File: config.mk
export PLATFORM = sky130hd
export DESIGN_NAME = mem_hit_ctrl_flat
export DESIGN_NICKNAME = d
export VERILOG_FILES = /design/src/rtl/mem_hit_ctrl_if.sv /design/src/rtl/mem_hit_ctrl.sv /design/src/flat_wrapper.sv
export SDC_FILE = /design/constraint.sdc
export NUM_CORES = 1
export LEC_CHECK = 0
export CORE_ASPECT_RATIO = 0.75
export CORE_MARGIN = 2
export CORE_UTILIZATION = 40
export DETAILED_ROUTE_END_ITERATION = 12
export HOLD_SLACK_MARGIN = 0.06
export PLACE_DENSITY = 0.76
export SLEW_MARGIN = 10
export SYNTH_ARGS = -nofsm -noshare
export SYNTH_HDL_FRONTEND = slang
export SYNTH_SLANG_ARGS = --single-unit
File: constraint.sdc
create_clock -name CLK -period 1.55 [get_ports CLK]
set_clock_uncertainty 0.1 [all_clocks]
set_input_delay 0.31 -clock CLK [delete_from_list [all_inputs] [get_ports CLK]]
set_output_delay 0.31 -clock CLK [all_outputs]
set_load 0.005 [all_outputs]
File: src/rtl/mem_hit_ctrl_if.sv
// Bundle of CPU-side request/response and RAM-side signals for mem_hit_ctrl.
// The slave modport is the controller's view; master is the requester/RAM side.
interface mem_hit_ctrl_if;
  logic        imemREN;
  logic [31:0] imemaddr;
  logic        dmemREN;
  logic        dmemWEN;
  logic [31:0] dmemaddr;
  logic [31:0] dmemstore;
  logic        ihit;
  logic        dhit;
  logic [31:0] imemload;
  logic [31:0] dmemload;
  logic        ramREN;
  logic        ramWEN;
  logic [31:0] ramaddr;
  logic [31:0] ramstore;
  logic [31:0] ramload;
  logic [1:0]  ramstate;
  logic        mem_err;

  modport slave (
    input  imemREN, imemaddr, dmemREN, dmemWEN, dmemaddr, dmemstore,
    input  ramload, ramstate,
    output ihit, dhit, imemload, dmemload,
    output ramREN, ramWEN, ramaddr, ramstore, mem_err
  );

  modport master (
    output imemREN, imemaddr, dmemREN, dmemWEN, dmemaddr, dmemstore,
    output ramload, ramstate,
    input  ihit, dhit, imemload, dmemload,
    input  ramREN, ramWEN, ramaddr, ramstore, mem_err
  );
endinterface

File: src/rtl/mem_hit_ctrl.sv
// Arbitrates instruction and data requests onto a single RAM port, issuing one-cycle
// hit pulses on completion and a sticky error on RAM error or access timeout.
module mem_hit_ctrl #(
  parameter int unsigned TIMEOUT = 15
) (
  input  logic        CLK,
  input  logic        nRST,
  mem_hit_ctrl_if.slave bus
);

  localparam int unsigned CW = $clog2(TIMEOUT + 1);

  typedef enum logic [2:0] {IDLE, DREQ, IREQ, RESP, ERR} state_t;
  typedef enum logic [1:0] {RAM_FREE, RAM_BUSY, RAM_ACCESS, RAM_ERROR} ram_state_t;

  state_t          state, next_state;
  logic [31:0]     d_addr, d_store, i_addr;
  logic            d_wen;
  logic [CW-1:0]   wait_cnt;
  logic            ihit_q, dhit_q, err_q;
  logic [31:0]     iload_q, dload_q;
  logic            waiting, access, ram_fail;

  always_comb begin
    next_state = state;
    waiting    = (state == DREQ) || (state == IREQ);
    access     = waiting && (bus.ramstate == RAM_ACCESS);
    // ACCESS on the last allowed cycle still completes rather than timing out
    ram_fail   = waiting && ((bus.ramstate == RAM_ERROR) ||
                             (!access && (wait_cnt == CW'(TIMEOUT - 1))));
    unique case (state)
      IDLE: begin
        if (bus.dmemREN || bus.dmemWEN) next_state = DREQ;
        else if (bus.imemREN)           next_state = IREQ;
      end
      DREQ, IREQ: begin
        if (ram_fail)    next_state = ERR;
        else if (access) next_state = RESP;
      end
      RESP:    next_state = IDLE;
      ERR:     next_state = ERR;
      default: next_state = IDLE;
    endcase
  end

  always_comb begin
    bus.ramREN   = 1'b0;
    bus.ramWEN   = 1'b0;
    bus.ramaddr  = '0;
    bus.ramstore = '0;
    case (state)
      DREQ: begin
        bus.ramaddr  = d_addr;
        bus.ramstore = d_store;
        bus.ramWEN   = d_wen;
        bus.ramREN   = !d_wen;
      end
      IREQ: begin
        bus.ramaddr = i_addr;
        bus.ramREN  = 1'b1;
      end
      default: ;
    endcase
  end

  always_ff @(posedge CLK) begin
    if (!nRST) begin
      state    <= IDLE;
      d_addr   <= '0;
      d_store  <= '0;
      d_wen    <= 1'b0;
      i_addr   <= '0;
      wait_cnt <= '0;
      ihit_q   <= 1'b0;
      dhit_q   <= 1'b0;
      err_q    <= 1'b0;
      iload_q  <= '0;
      dload_q  <= '0;
    end else begin
      state  <= next_state;
      ihit_q <= access && (state == IREQ) && !ram_fail;
      dhit_q <= access && (state == DREQ) && !ram_fail;
      if (next_state == ERR) err_q <= 1'b1;

      if (state == IDLE) begin
        wait_cnt <= '0;
        if (next_state == DREQ) begin
          d_addr  <= bus.dmemaddr;
          d_store <= bus.dmemstore;
          d_wen   <= bus.dmemWEN;
        end else if (next_state == IREQ) begin
          i_addr <= bus.imemaddr;
        end
      end else if (waiting) begin
        wait_cnt <= wait_cnt + 1'b1;
      end

      if (access && (state == IREQ))           iload_q <= bus.ramload;
      if (access && (state == DREQ) && !d_wen) dload_q <= bus.ramload;
    end
  end

  assign bus.ihit     = ihit_q;
  assign bus.dhit     = dhit_q;
  assign bus.imemload = iload_q;
  assign bus.dmemload = dload_q;
  assign bus.mem_err  = err_q;

endmodule

File: src/flat_wrapper.sv
// flat-port wrapper written by rule: the top's interface ports become plain ports
module mem_hit_ctrl_flat 
#(
  parameter int unsigned TIMEOUT = 15
)
  (CLK, nRST, bus_imemREN, bus_imemaddr, bus_dmemREN, bus_dmemWEN, bus_dmemaddr, bus_dmemstore, bus_ramload, bus_ramstate, bus_ihit, bus_dhit, bus_imemload, bus_dmemload, bus_ramREN, bus_ramWEN, bus_ramaddr, bus_ramstore, bus_mem_err);
  mem_hit_ctrl_if bus_i ();
  input  logic CLK;
  input  logic nRST;
  input wire logic [$bits(bus_i.imemREN)-1:0] bus_imemREN;
  input wire logic [$bits(bus_i.imemaddr)-1:0] bus_imemaddr;
  input wire logic [$bits(bus_i.dmemREN)-1:0] bus_dmemREN;
  input wire logic [$bits(bus_i.dmemWEN)-1:0] bus_dmemWEN;
  input wire logic [$bits(bus_i.dmemaddr)-1:0] bus_dmemaddr;
  input wire logic [$bits(bus_i.dmemstore)-1:0] bus_dmemstore;
  input wire logic [$bits(bus_i.ramload)-1:0] bus_ramload;
  input wire logic [$bits(bus_i.ramstate)-1:0] bus_ramstate;
  output wire logic [$bits(bus_i.ihit)-1:0] bus_ihit;
  output wire logic [$bits(bus_i.dhit)-1:0] bus_dhit;
  output wire logic [$bits(bus_i.imemload)-1:0] bus_imemload;
  output wire logic [$bits(bus_i.dmemload)-1:0] bus_dmemload;
  output wire logic [$bits(bus_i.ramREN)-1:0] bus_ramREN;
  output wire logic [$bits(bus_i.ramWEN)-1:0] bus_ramWEN;
  output wire logic [$bits(bus_i.ramaddr)-1:0] bus_ramaddr;
  output wire logic [$bits(bus_i.ramstore)-1:0] bus_ramstore;
  output wire logic [$bits(bus_i.mem_err)-1:0] bus_mem_err;
  assign bus_i.imemREN = bus_imemREN;
  assign bus_i.imemaddr = bus_imemaddr;
  assign bus_i.dmemREN = bus_dmemREN;
  assign bus_i.dmemWEN = bus_dmemWEN;
  assign bus_i.dmemaddr = bus_dmemaddr;
  assign bus_i.dmemstore = bus_dmemstore;
  assign bus_i.ramload = bus_ramload;
  assign bus_i.ramstate = bus_ramstate;
  assign bus_ihit = bus_i.ihit;
  assign bus_dhit = bus_i.dhit;
  assign bus_imemload = bus_i.imemload;
  assign bus_dmemload = bus_i.dmemload;
  assign bus_ramREN = bus_i.ramREN;
  assign bus_ramWEN = bus_i.ramWEN;
  assign bus_ramaddr = bus_i.ramaddr;
  assign bus_ramstore = bus_i.ramstore;
  assign bus_mem_err = bus_i.mem_err;
  mem_hit_ctrl #(.TIMEOUT(TIMEOUT)) u_core (.CLK(CLK), .nRST(nRST), .bus(bus_i));
endmodule
==> impl_results.md <==
- Status: finished, violations left
- Failing checks: setup timing
- Final core occ: 72.8%
- Cell Area, Placed: 0.0103 mm2
- Ports: 268
- Final wirelength: 29.8 mm
- Worst path arrival time: 1.76 ns
- CTS buffer count: 17
- Vias in the first global route: 7,763
- Final Hold Viols: 0
- Worst path cell trace: nor3b_4 > buf_6 > buf_6 > buf_8 > clkbuf_16 > a22o_1 > clkbuf_2
- Clk slew on worst S/H paths: 0.07 ns
- Final nets: 1,312
- Crit path max fanout: 5
- CTS tree: built
- Yosys warns: 0
- Post-synth net total: 1,009
- Mapped Cells: 872
- Setup TNS: -77.26 ns
- Critical path launch point type: register
- Clock Latency Late Sink: 0.42 ns
- Clock root buffer master: clkbuf_16
- H-tree depth: 4
- Worst path required time: 1.14 ns
- Design Power: 13.6 mW
- Cell Pwr Density: 1060 mW/mm2
- Grt ovf: 0
- CP Class: register to output port
- Initial antenna violation count: 0
- Slew margin rel.: 77.1%
- Post-synth ARST share: 0%
- Commonest cells in the netlist: 171 x dfxtp_1, 162 x a21oi_1, 162 x nand3_1, 90 x o21ai_0, 72 x o21ai_1
- Avg Inst Size Synth: 8.24 um2
- Post-route cell area: 0.0128 mm2
- Total number of vias: 8,216
- Initial Util: 40.8%
- Synth Flop Type: dfxtp_1
- Fmax: 0.462 GHz
- # hold bufs at CTS: 0
- Hold crit path type: primary input to register
- Post-synth EDFFs: 0
- GRT Util Overall: 27.2%
- Unique cell type count in the Yosys netlist: 42
- Top cell by count, worst path: buf_6
- Worst path top cell family by delay: buffers and inverters
- Final Setup Violations: 267
- Flops & latches, synth: 171
- CP max stage delay: 0.36 ns
- Slowest-stage cell, CP: dfxtp_4
- Layout area overhead: 78.2%
- Post-Place Cells: 1,335
- Clk buf depth: 2
- Setup WS post-layout: -0.616 ns
- Final worst path period share: 140%
- HPWL after detailed placement: 16.3 mm
- Least-Margin Pin Slew: 0.342 ns
- Most common cell in the netlist: dfxtp_1
- Post-synth design cell area: 0.00719 mm2
- Antenna diodes: 0
- Period minus WS final: 2.17 ns
- Worst vdd ir: 0.000764 V
- CP bufs+invs: 5
- Port buffer count: 267
- WL/cell: 20.8 um
- Die Y: 120 um
- Rows: 42
- Detailed Routing Iterations Pass 1: 7
- Vias per inst: 5.75
- Clock sink total: 171
- DRC: 0
- Die width: 159 um
- Top cells by area, synth: dfxtp_1 48%, a21oi_1 11%, nand3_1 11%
- Share of synthesized area occupied by flip-flops and latches: 47.6%
- Final slew viol count: 0
- Routability-driven placement congestion ratio: 0.838
- Top cell type's share of synthesized area: 47.6%
- First-pass GRT wire length: 41.6 mm
- Crit end category: output port
- Layout cells sized above 1: 35.2%
- Unrepaired setup endpoints after global routing: yes
- Initial DRC Count: 694
- Die ar.: 0.0191 mm2
- Post-Layout Cell Count: 1,430
- Synth area leader: dfxtp_1
- Filler instances: 1,262
- Pleak: 5.27 nW
- Final ANT Viol Nets: 0
- Core area: 0.0176 mm2
- Largest net degree at the start of global routing: 56
- Max-cap violations: 0
==> worst paths after layout <==
kind / start / to / cells past startpoint / slack, ns
worst min register to register: u_core.bus.dmemload[12] / u_core.bus.dmemload[12] / 2 / 0.35
worst max register to register: u_core.state[0] / u_core.i_addr[10] / 7 / -0.45
worst max-delay path: u_core.state[0] / bus_ramaddr[13] / 7 / -0.62
worst min-delay path: bus_dmemstore[4] / u_core.d_store[4] / 3 / 0.34
==> per-stage QoR <==
stage	setup slack, ns	hold WS (ns)
2_1_floorplan	-0.00694	0.328
3_3_place_gp	-0.542	0.356
3_5_place_dp	-0.552	0.365
4_1_cts	-0.843	0.334
5_1_grt	-0.681	0.341
6_report	-0.616	0.343
==> state kept, by name (all words and copies together), names as in the netlist <==
| name | count |
|---|---|
| u_core.bus.mem_err | 1 |
| u_core.wait_cnt | 4 |
| u_core.i_addr | 32 |
| u_core.bus.ihit | 1 |
| u_core.d_store | 32 |
| u_core.bus.dhit | 1 |
| u_core.bus.dmemload | 32 |
| u_core.d_addr | 32 |
| u_core.bus.imemload | 32 |
| u_core.state | 3 |
| u_core.d_wen | 1 |
==> kinds of logic (layout without fill, tap and decap cells) <==
group | Yosys count | in the layout | synth area share (%)
compound gates | 372 | 372 | 28.2
fa+ha+maj | 2 | 2 | 0.348
flops | 171 | 171 | 47.6
xor+xnor | 1 | 1 | 0.122
simple gates | 223 | 223 | 16.8
buf+inv | 103 | 419 | 6.89
==> layout by cell type (no fill, tap or decap), types with 4 or more instances in the layout <==
cell	instances
a22o_1	32
clkbuf_2	19
a21oi_1	135
nand2_1	4
o21ai_4	13
clkbuf_16	27
dlymetal6s2s_1	30
buf_8	6
buf_4	35
o21ai_2	83
clkdlybuf4s50_1	169
buf_16	10
and2_4	31
inv_6	6
dfxtp_1	158
o21ai_0	45
dfxtp_2	10
a211oi_2	4
a21oi_2	27
nand3_4	7
buf_2	24
nand3_1	152
o21ai_1	21
buf_12	30
buf_6	48
==> worst register-to-register path: cells and delay by family (launching register included) <==
kind | cells | cell delay (ns)
and+or+nand+nor | 1 | 0.65
DFF | 1 | 0.36
AOI/OAI and AO/OA | 2 | 0.20
buffers and inverters | 4 | 0.58
==> metal layers <==
layer / share of wire, % / up-vias / global-route usage (%)
met1: 41 / 3983 / 35.3
met3: 10 / 41 / 9.64
met4: 2.0 / 0 / 9.12
met5: 0 / - / 0
li1: - / 3802 / -
met2: 47 / 390 / 42.2
==> cell type report <==
cell class / count / area (um2) / share of cell area [%]
repair buffers: 383 / 4320 / 33.7
multi-input cells: 598 / 4120 / 32.2
flip-flops and latches: 171 / 3450 / 26.9
clock buffers: 19 / 453 / 3.54
well taps: 242 / 303 / 2.36
clock inverters: 13 / 151 / 1.18
inverters: 4 / 17.5 / 0.137
==> what timing repair did <==
| action | in CTS | in global routing |
|---|---|---|
| pin swaps | 56 | 100 |
| cloned | 11 | 14 |
| buffers inserted | 13 | 31 |
| endpoints found under the setup margin | 266 | 298 |
| gates resized for setup | 245 | 375 |
==> report_power, final <==
group	internal [mW]	leakage, nW	switching, mW
Sequential	4.71	1.40	0.214
Combinational	2.14	3.57	2.09
Clock	2.50	0.296	1.91
No activity file was read; power rests on OpenSTA's default activity.
